`config.mk`:
```
export PLATFORM = sky130hd
export DESIGN_NAME = frogger_game_fsm
export DESIGN_NICKNAME = d
export VERILOG_FILES = /design/src/rtl/frogger_game_fsm.sv
export SDC_FILE = /design/constraint.sdc
export NUM_CORES = 1
export LEC_CHECK = 0
export BUFFER_PORTS_ARGS = -buffer_cell sky130_fd_sc_hd__buf_2
export CORE_AREA = 2 2 71 73
export CTS_CLUSTER_SIZE = 40
export DETAILED_ROUTE_END_ITERATION = 12
export DIE_AREA = 0 0 73 75
export GPL_ROUTABILITY_DRIVEN = 1
export HOLD_SLACK_MARGIN = 0.03
export PLACE_DENSITY = 0.58
export SLEW_MARGIN = 20
export SYNTH_ARGS = -nofsm -noshare
export SYNTH_HDL_FRONTEND = slang
export SYNTH_SLANG_ARGS = --single-unit
export TNS_END_PERCENT = 30
```
`constraint.sdc`:
```
create_clock -name i_Clk -period 1.9 [get_ports i_Clk]
set_input_delay 0.19 -clock i_Clk [delete_from_list [all_inputs] [get_ports i_Clk]]
set_output_delay 0.19 -clock i_Clk [all_outputs]
set_load 0.05 [all_outputs]
```
`src/rtl/frogger_game_fsm.sv`:
```
// Frogger game sequencer: lives, death freeze, win / game-over, score clear.
// Optional round timer enabled by defining FROGGER_ROUND_TIMER_EN.
module frogger_game_fsm #(
    parameter int c_LIVES       = 3,
    parameter int c_WIN_SCORE   = 5,
    parameter int c_DEATH_TICKS = 25000000,
    parameter int c_ROUND_TICKS = 750000000
) (
    input  logic       i_Clk,
    input  logic       i_Rst,
    input  logic       i_Start,
    input  logic       i_Collided,
    input  logic [6:0] i_Score,
    output logic       o_Game_Active,
    output logic [1:0] o_Lives,
    output logic [2:0] o_State,
    output logic       o_Score_Clr,
    output logic       o_Timer_Expired
);

    localparam int c_DW = (c_DEATH_TICKS > 1) ? $clog2(c_DEATH_TICKS) : 1;
    localparam logic [c_DW-1:0] c_DEATH_LAST = c_DW'(c_DEATH_TICKS - 1);
    localparam logic [1:0] c_LIVES_INIT = 2'(c_LIVES);
    localparam logic [6:0] c_WIN = 7'(c_WIN_SCORE);

    typedef enum logic [2:0] {
        S_IDLE      = 3'd0,
        S_PLAY      = 3'd1,
        S_DYING     = 3'd2,
        S_GAME_OVER = 3'd3,
        S_WIN       = 3'd4
    } state_t;

    state_t            state_q, state_d;
    logic [1:0]        lives_q, lives_d;
    logic [c_DW-1:0]   death_cnt_q, death_cnt_d;
    logic              start_q;
    logic              score_clr_q, score_clr_d;
    logic              game_active_q;
    logic              start_rise;
    logic              win;
    logic              round_expired;

    assign start_rise = i_Start & ~start_q;
    assign win        = (i_Score >= c_WIN);

    // Next-state, lives and freeze counter decode.
    always_comb begin
        state_d     = state_q;
        lives_d     = lives_q;
        death_cnt_d = death_cnt_q;
        score_clr_d = 1'b0;
        unique case (state_q)
            S_IDLE, S_GAME_OVER, S_WIN: begin
                if (start_rise) begin
                    state_d     = S_PLAY;
                    lives_d     = c_LIVES_INIT;
                    score_clr_d = 1'b1;
                end
            end
            S_PLAY: begin
                if (win) begin
                    state_d = S_WIN;
                end else if (i_Collided || round_expired) begin
                    state_d     = S_DYING;
                    lives_d     = lives_q - 2'd1;
                    death_cnt_d = '0;
                end
            end
            S_DYING: begin
                if (death_cnt_q == c_DEATH_LAST) begin
                    death_cnt_d = '0;
                    state_d = (lives_q == 2'd0) ? S_GAME_OVER : S_PLAY;
                end else begin
                    death_cnt_d = death_cnt_q + c_DW'(1);
                end
            end
            default: state_d = S_IDLE;
        endcase
    end

    // State, lives and registered output flops.
    always_ff @(posedge i_Clk or posedge i_Rst) begin
        if (i_Rst) begin
            state_q       <= S_IDLE;
            lives_q       <= c_LIVES_INIT;
            death_cnt_q   <= '0;
            start_q       <= 1'b0;
            score_clr_q   <= 1'b0;
            game_active_q <= 1'b0;
        end else begin
            state_q       <= state_d;
            lives_q       <= lives_d;
            death_cnt_q   <= death_cnt_d;
            start_q       <= i_Start;
            score_clr_q   <= score_clr_d;
            game_active_q <= (state_d == S_PLAY);
        end
    end

`ifdef FROGGER_ROUND_TIMER_EN
    localparam int c_RW = (c_ROUND_TICKS > 1) ? $clog2(c_ROUND_TICKS) : 1;
    localparam logic [c_RW-1:0] c_ROUND_LAST = c_RW'(c_ROUND_TICKS - 1);

    logic [c_RW-1:0] round_q, round_d;
    logic [6:0]      score_prev_q;
    logic            timer_exp_q, timer_exp_d;
    logic            score_changed;

    assign score_changed = (i_Score != score_prev_q);
    assign round_expired = (state_q == S_PLAY) && !score_changed
                         && (round_q == c_ROUND_LAST);

    // Round timer: restarts on PLAY entry and on any score progress.
    always_comb begin
        round_d     = round_q;
        timer_exp_d = 1'b0;
        if (state_q == S_PLAY) begin
            if (score_changed) begin
                round_d = '0;
            end else if (!round_expired) begin
                round_d = round_q + c_RW'(1);
            end
            timer_exp_d = round_expired && !win;
        end else if (state_d == S_PLAY) begin
            round_d = '0;
        end
    end

    // Round timer, score history and expiry pulse flops.
    always_ff @(posedge i_Clk or posedge i_Rst) begin
        if (i_Rst) begin
            round_q      <= '0;
            score_prev_q <= '0;
            timer_exp_q  <= 1'b0;
        end else begin
            round_q      <= round_d;
            score_prev_q <= i_Score;
            timer_exp_q  <= timer_exp_d;
        end
    end

    assign o_Timer_Expired = timer_exp_q;
`else
    logic unused_round;

    assign unused_round    = ^c_ROUND_TICKS;
    assign round_expired   = 1'b0;
    assign o_Timer_Expired = 1'b0;
`endif

    assign o_Game_Active = game_active_q;
    assign o_Lives       = lives_q;
    assign o_State       = state_q;
    assign o_Score_Clr   = score_clr_q;

endmodule

```
==> flow_metrics.env <==
export IMPL_synth_seq_area_share_pct=43.3
export IMPL_cts_num_sinks=33
export IMPL_synth_edf_count=0
export IMPL_power_switching_fraction_pct=30.8
export IMPL_worst_ep_required_time_ns=2.09
export IMPL_synth_seq_cells=33
export IMPL_clock_latency_on_the_worst_skew_pair_ns=0.29
export IMPL_fin_nets=265
export IMPL_total_count_of_hold_check_failures_in_the_final_report=0
export IMPL_critPathCaptureType="flop"
export IMPL_layout_cell_area_non_filler_um2=2500
export IMPL_yosysUniqueCellTypes=50
export IMPL_diodes=0
export IMPL_design_power_total_w=0.00173
export IMPL_max_vdd_ir_drop_uv=466
export IMPL_fp_row_count=25
export IMPL_finalWirelength_um=4670
export IMPL_detail_route_antenna_nets=0
export IMPL_tritoncts="yes"
export IMPL_final_max_slew_violation_count=0
export IMPL_htree_levels=2
export IMPL_postSynthAreaPerCell_um2=9.75
export IMPL_p_switching_w=0.000532
export IMPL_first_pass_grt_wire_length_um=7910
export IMPL_avgRoutedWirePerCell_um=15.2
export IMPL_placement_io_buffers=17
export IMPL_synth_async_sr_flop_share_pct=100
export IMPL_clock_root_buffer_master="sky130_fd_sc_hd__clkbuf_8"
export IMPL_synthFlopType="sky130_fd_sc_hd__dfrtp_1"
export IMPL_syn_cell_area_um2=1910
export IMPL_gp_congestion=0.934
export IMPL_first_pass_iters=4
export IMPL_setup_worst_path_start_class="flop"
export IMPL_seq_power_share_pct=48.1
export IMPL_timing_fmax_mhz=538
export IMPL_crit_fanout=7
export IMPL_syn2layout_area_growth_pct=30.7
export IMPL_dp_cell_count=295
export IMPL_power_report_internal_total_w=0.00119
export IMPL_setup_viol_count_final=0
export IMPL_clkSlewWorstSetupHoldPaths_ns=0.07
export IMPL_placed_area_um2=2310
export IMPL_grt_usage_pct=19.3
export IMPL_post_route_cells_drive_above_1_share_pct=33.6
export IMPL_portion_of_the_clock_cycle_consumed_by_the_worst_path_in_the_final_layout_pct=97.8
export IMPL_hold_class="in2reg"
export IMPL_combinationalPowerShare_pct=21.1
export IMPL_grt_max_degree=34
export IMPL_share_clk_of_total_power_pct=30.8
export IMPL_maxCapViolCount=0
export IMPL_fillCellCount=436
export IMPL_power_density_nw_per_um2=691
export IMPL_detail_route_vias_per_cell=5.47
export IMPL_die_x_um=73
export IMPL_critPathKind="reg2reg"
export IMPL_antenna_found_initial=0
export IMPL_ctsLongestPathBuffers=2
export IMPL_core_um2=4660
export IMPL_synth_area_top_cells="sky130_fd_sc_hd__dfrtp_1 (41%), sky130_fd_sc_hd__xnor2_1 (5.0%), sky130_fd_sc_hd__nor2_1 (4.9%)"
export IMPL_number_of_remaining_drc_errors=0
export IMPL_synth_warnings=0
export IMPL_cts_buffers=5
export IMPL_post_layout_nonfiller_instances=307
export IMPL_grt_setup_unrepaired="true"
export IMPL_outcome="finished clean"
export IMPL_post_synth_inst_count=196
export IMPL_worst_clock_skew_ns=0.00397
export IMPL_worst_endpoint_arrival_ns=2.04
export IMPL_floorplan_die_area_um2=5480
export IMPL_number_of_top_level_pins=19
export IMPL_num_vias=1680
export IMPL_die_height_um=75
export IMPL_static_leakage_power_nw=1.08
export IMPL_finalCriticalPeriod_ns=1.86
export IMPL_first_global_vias=1667
export IMPL_hpwl_um=3520
export IMPL_initial_utilization_pct=41.0
export IMPL_mappedNetlistNets=209
export IMPL_global_route_total_overflow=0
export IMPL_share_of_yosys_cell_area_claimed_by_the_top_area_cell_type_pct=40.6
export IMPL_synth_top_cell_by_area="sky130_fd_sc_hd__dfrtp_1"
export IMPL_detail_route_iter0_violations=66
[worst max-delay path, cell delays in order, from the launching register on]
cell and delay (ns):
sky130_fd_sc_hd__dfrtp_1 0.42, sky130_fd_sc_hd__nand4_4 0.16, sky130_fd_sc_hd__or4_4 0.60, sky130_fd_sc_hd__a2111oi_4 0.35, sky130_fd_sc_hd__xnor2_1 0.16, sky130_fd_sc_hd__nor2_1 0.05
[layer usage]
metal  vias to the layer above  wire, um  global-route usage (%)
li1                        846         -                       -
met1                       788      2200                    24.9
met2                        36      2200                    31.7
met3                        10       201                    4.42
met4                         0        68                    7.00
met5                         -         0                       0
[stage by stage]
| stage | util [%] | hold WS [ns] | setup slack, ns | TNS [ns] |
|---|---|---|---|---|
| 2_1_floorplan | - | 0.221 | -0.0203 | -0.0749 |
| 3_3_place_gp | 49.5 | 0.309 | 0.0357 | 0 |
| 3_5_place_dp | 49.5 | 0.311 | -0.00975 | -0.0189 |
| 4_1_cts | 52.1 | 0.276 | -0.00129 | -0.00129 |
| 5_1_grt | 53.6 | 0.353 | -0.0298 | -0.0736 |
| 6_report | 53.6 | 0.293 | 0.0426 | 0 |
[cell usage after synthesis, types with 2 or more instances]
cell type and count:
sky130_fd_sc_hd__dfrtp_1 31, sky130_fd_sc_hd__nor2_1 25, sky130_fd_sc_hd__a21oi_1 12, sky130_fd_sc_hd__xnor2_1 11, sky130_fd_sc_hd__nand2_1 10, sky130_fd_sc_hd__nand3_1 8, sky130_fd_sc_hd__nor4_1 8, sky130_fd_sc_hd__nand4_1 7
sky130_fd_sc_hd__and4_1 6, sky130_fd_sc_hd__nor3_1 6, sky130_fd_sc_hd__and3_1 5, sky130_fd_sc_hd__inv_1 5, sky130_fd_sc_hd__o21ai_0 5, sky130_fd_sc_hd__nor2b_1 4, sky130_fd_sc_hd__o2111ai_1 4, sky130_fd_sc_hd__xor2_1 4
sky130_fd_sc_hd__clkbuf_1 3, sky130_fd_sc_hd__a2111oi_0 2, sky130_fd_sc_hd__and2b_2 2, sky130_fd_sc_hd__clkbuf_2 2, sky130_fd_sc_hd__clkbuf_8 2, sky130_fd_sc_hd__dfstp_2 2, sky130_fd_sc_hd__ha_1 2, sky130_fd_sc_hd__nor4bb_1 2
sky130_fd_sc_hd__o31ai_1 2, sky130_fd_sc_hd__or4_1 2
[logic make-up (layout without fill, tap and decap cells)]
kind of cell / Yosys count / count (layout) / share of synthesized area, %
simple gates: 95 / 95 / 29.8
compound gates: 36 / 36 / 13.9
flops: 33 / 33 / 43.3
xor+xnor: 15 / 15 / 6.87
buf+inv: 13 / 70 / 3.93
fa+ha+maj: 2 / 2 / 1.31
other cells: 1 / 1 / 0.196
mux: 1 / 1 / 0.589
[registers in the layout (all words and copies together) (netlist names)]
signal / count
o_Game_Active: 1
o_Lives: 2
o_State: 3
o_Score_Clr: 1
death_cnt_q: 25
start_q: 1
[cells in the final DEF, fill, tap and decap left out, types with 3 or more instances in the layout]
cell                        instances
sky130_fd_sc_hd__nand3_1            7
sky130_fd_sc_hd__nor2_1            25
sky130_fd_sc_hd__buf_2             17
sky130_fd_sc_hd__xor2_1             4
sky130_fd_sc_hd__dfrtp_1           30
sky130_fd_sc_hd__nor2b_1            4
sky130_fd_sc_hd__nor4_1             7
sky130_fd_sc_hd__buf_4             36
sky130_fd_sc_hd__a21oi_1           11
sky130_fd_sc_hd__xnor2_1           11
sky130_fd_sc_hd__and3_1             5
sky130_fd_sc_hd__and4_1             6
sky130_fd_sc_hd__o21ai_0            4
sky130_fd_sc_hd__inv_1              5
sky130_fd_sc_hd__clkbuf_8           5
sky130_fd_sc_hd__nor3_1             6
sky130_fd_sc_hd__or4_4              3
sky130_fd_sc_hd__o2111ai_1          4
sky130_fd_sc_hd__nand2_1           10
sky130_fd_sc_hd__nand4_1            7
[worst paths after layout]
path	from	endpoint	slack (ns)	cells after the start
worst max-delay path	death_cnt_q[14]	death_cnt_q[24]	0.04	5
worst min-delay path	i_Collided	o_State[0]	0.29	4
worst max register to register	death_cnt_q[14]	death_cnt_q[24]	0.04	5
worst min register to register	o_Lives[0]	o_Lives[0]	0.54	1
max in group asynchronous	i_Rst	o_Lives[0]	1.04	4
min in group asynchronous	i_Rst	death_cnt_q[16]	0.53	4
[cell type report]
class	instances	area, um^2	share of cell area (%)
repair buffers	57	407	16.3
multi-input cells	150	1090	43.6
clock buffers	5	68.8	2.75
inverters	5	18.8	0.751
flip-flops and latches	33	830	33.2
clock inverters	3	17.5	0.701
well taps	54	67.6	2.70
[power by group through the flow]
| stage | logic, W | registers (W) | clock network, W |
|---|---|---|---|
| global placement | 0.000345 | 0.000833 | 0 |
| detailed placement | 0.000349 | 0.000833 | 0 |
| floorplan | 0.000132 | 0.000888 | 0 |
| CTS | 0.000354 | 0.000822 | 0.000544 |
| finish | 0.000365 | 0.000830 | 0.000532 |
| global route | 0.000403 | 0.000837 | 0.000583 |
[timing repair]
action	4_1_cts	5_1_grt
endpoints found under the setup margin	3	21
hold buffers	2	0
buffers inserted	0	2
gates resized for setup	3	11
pin swaps	2	1
endpoints found under the hold margin	32	0
(Power assumes the default switching activity.)
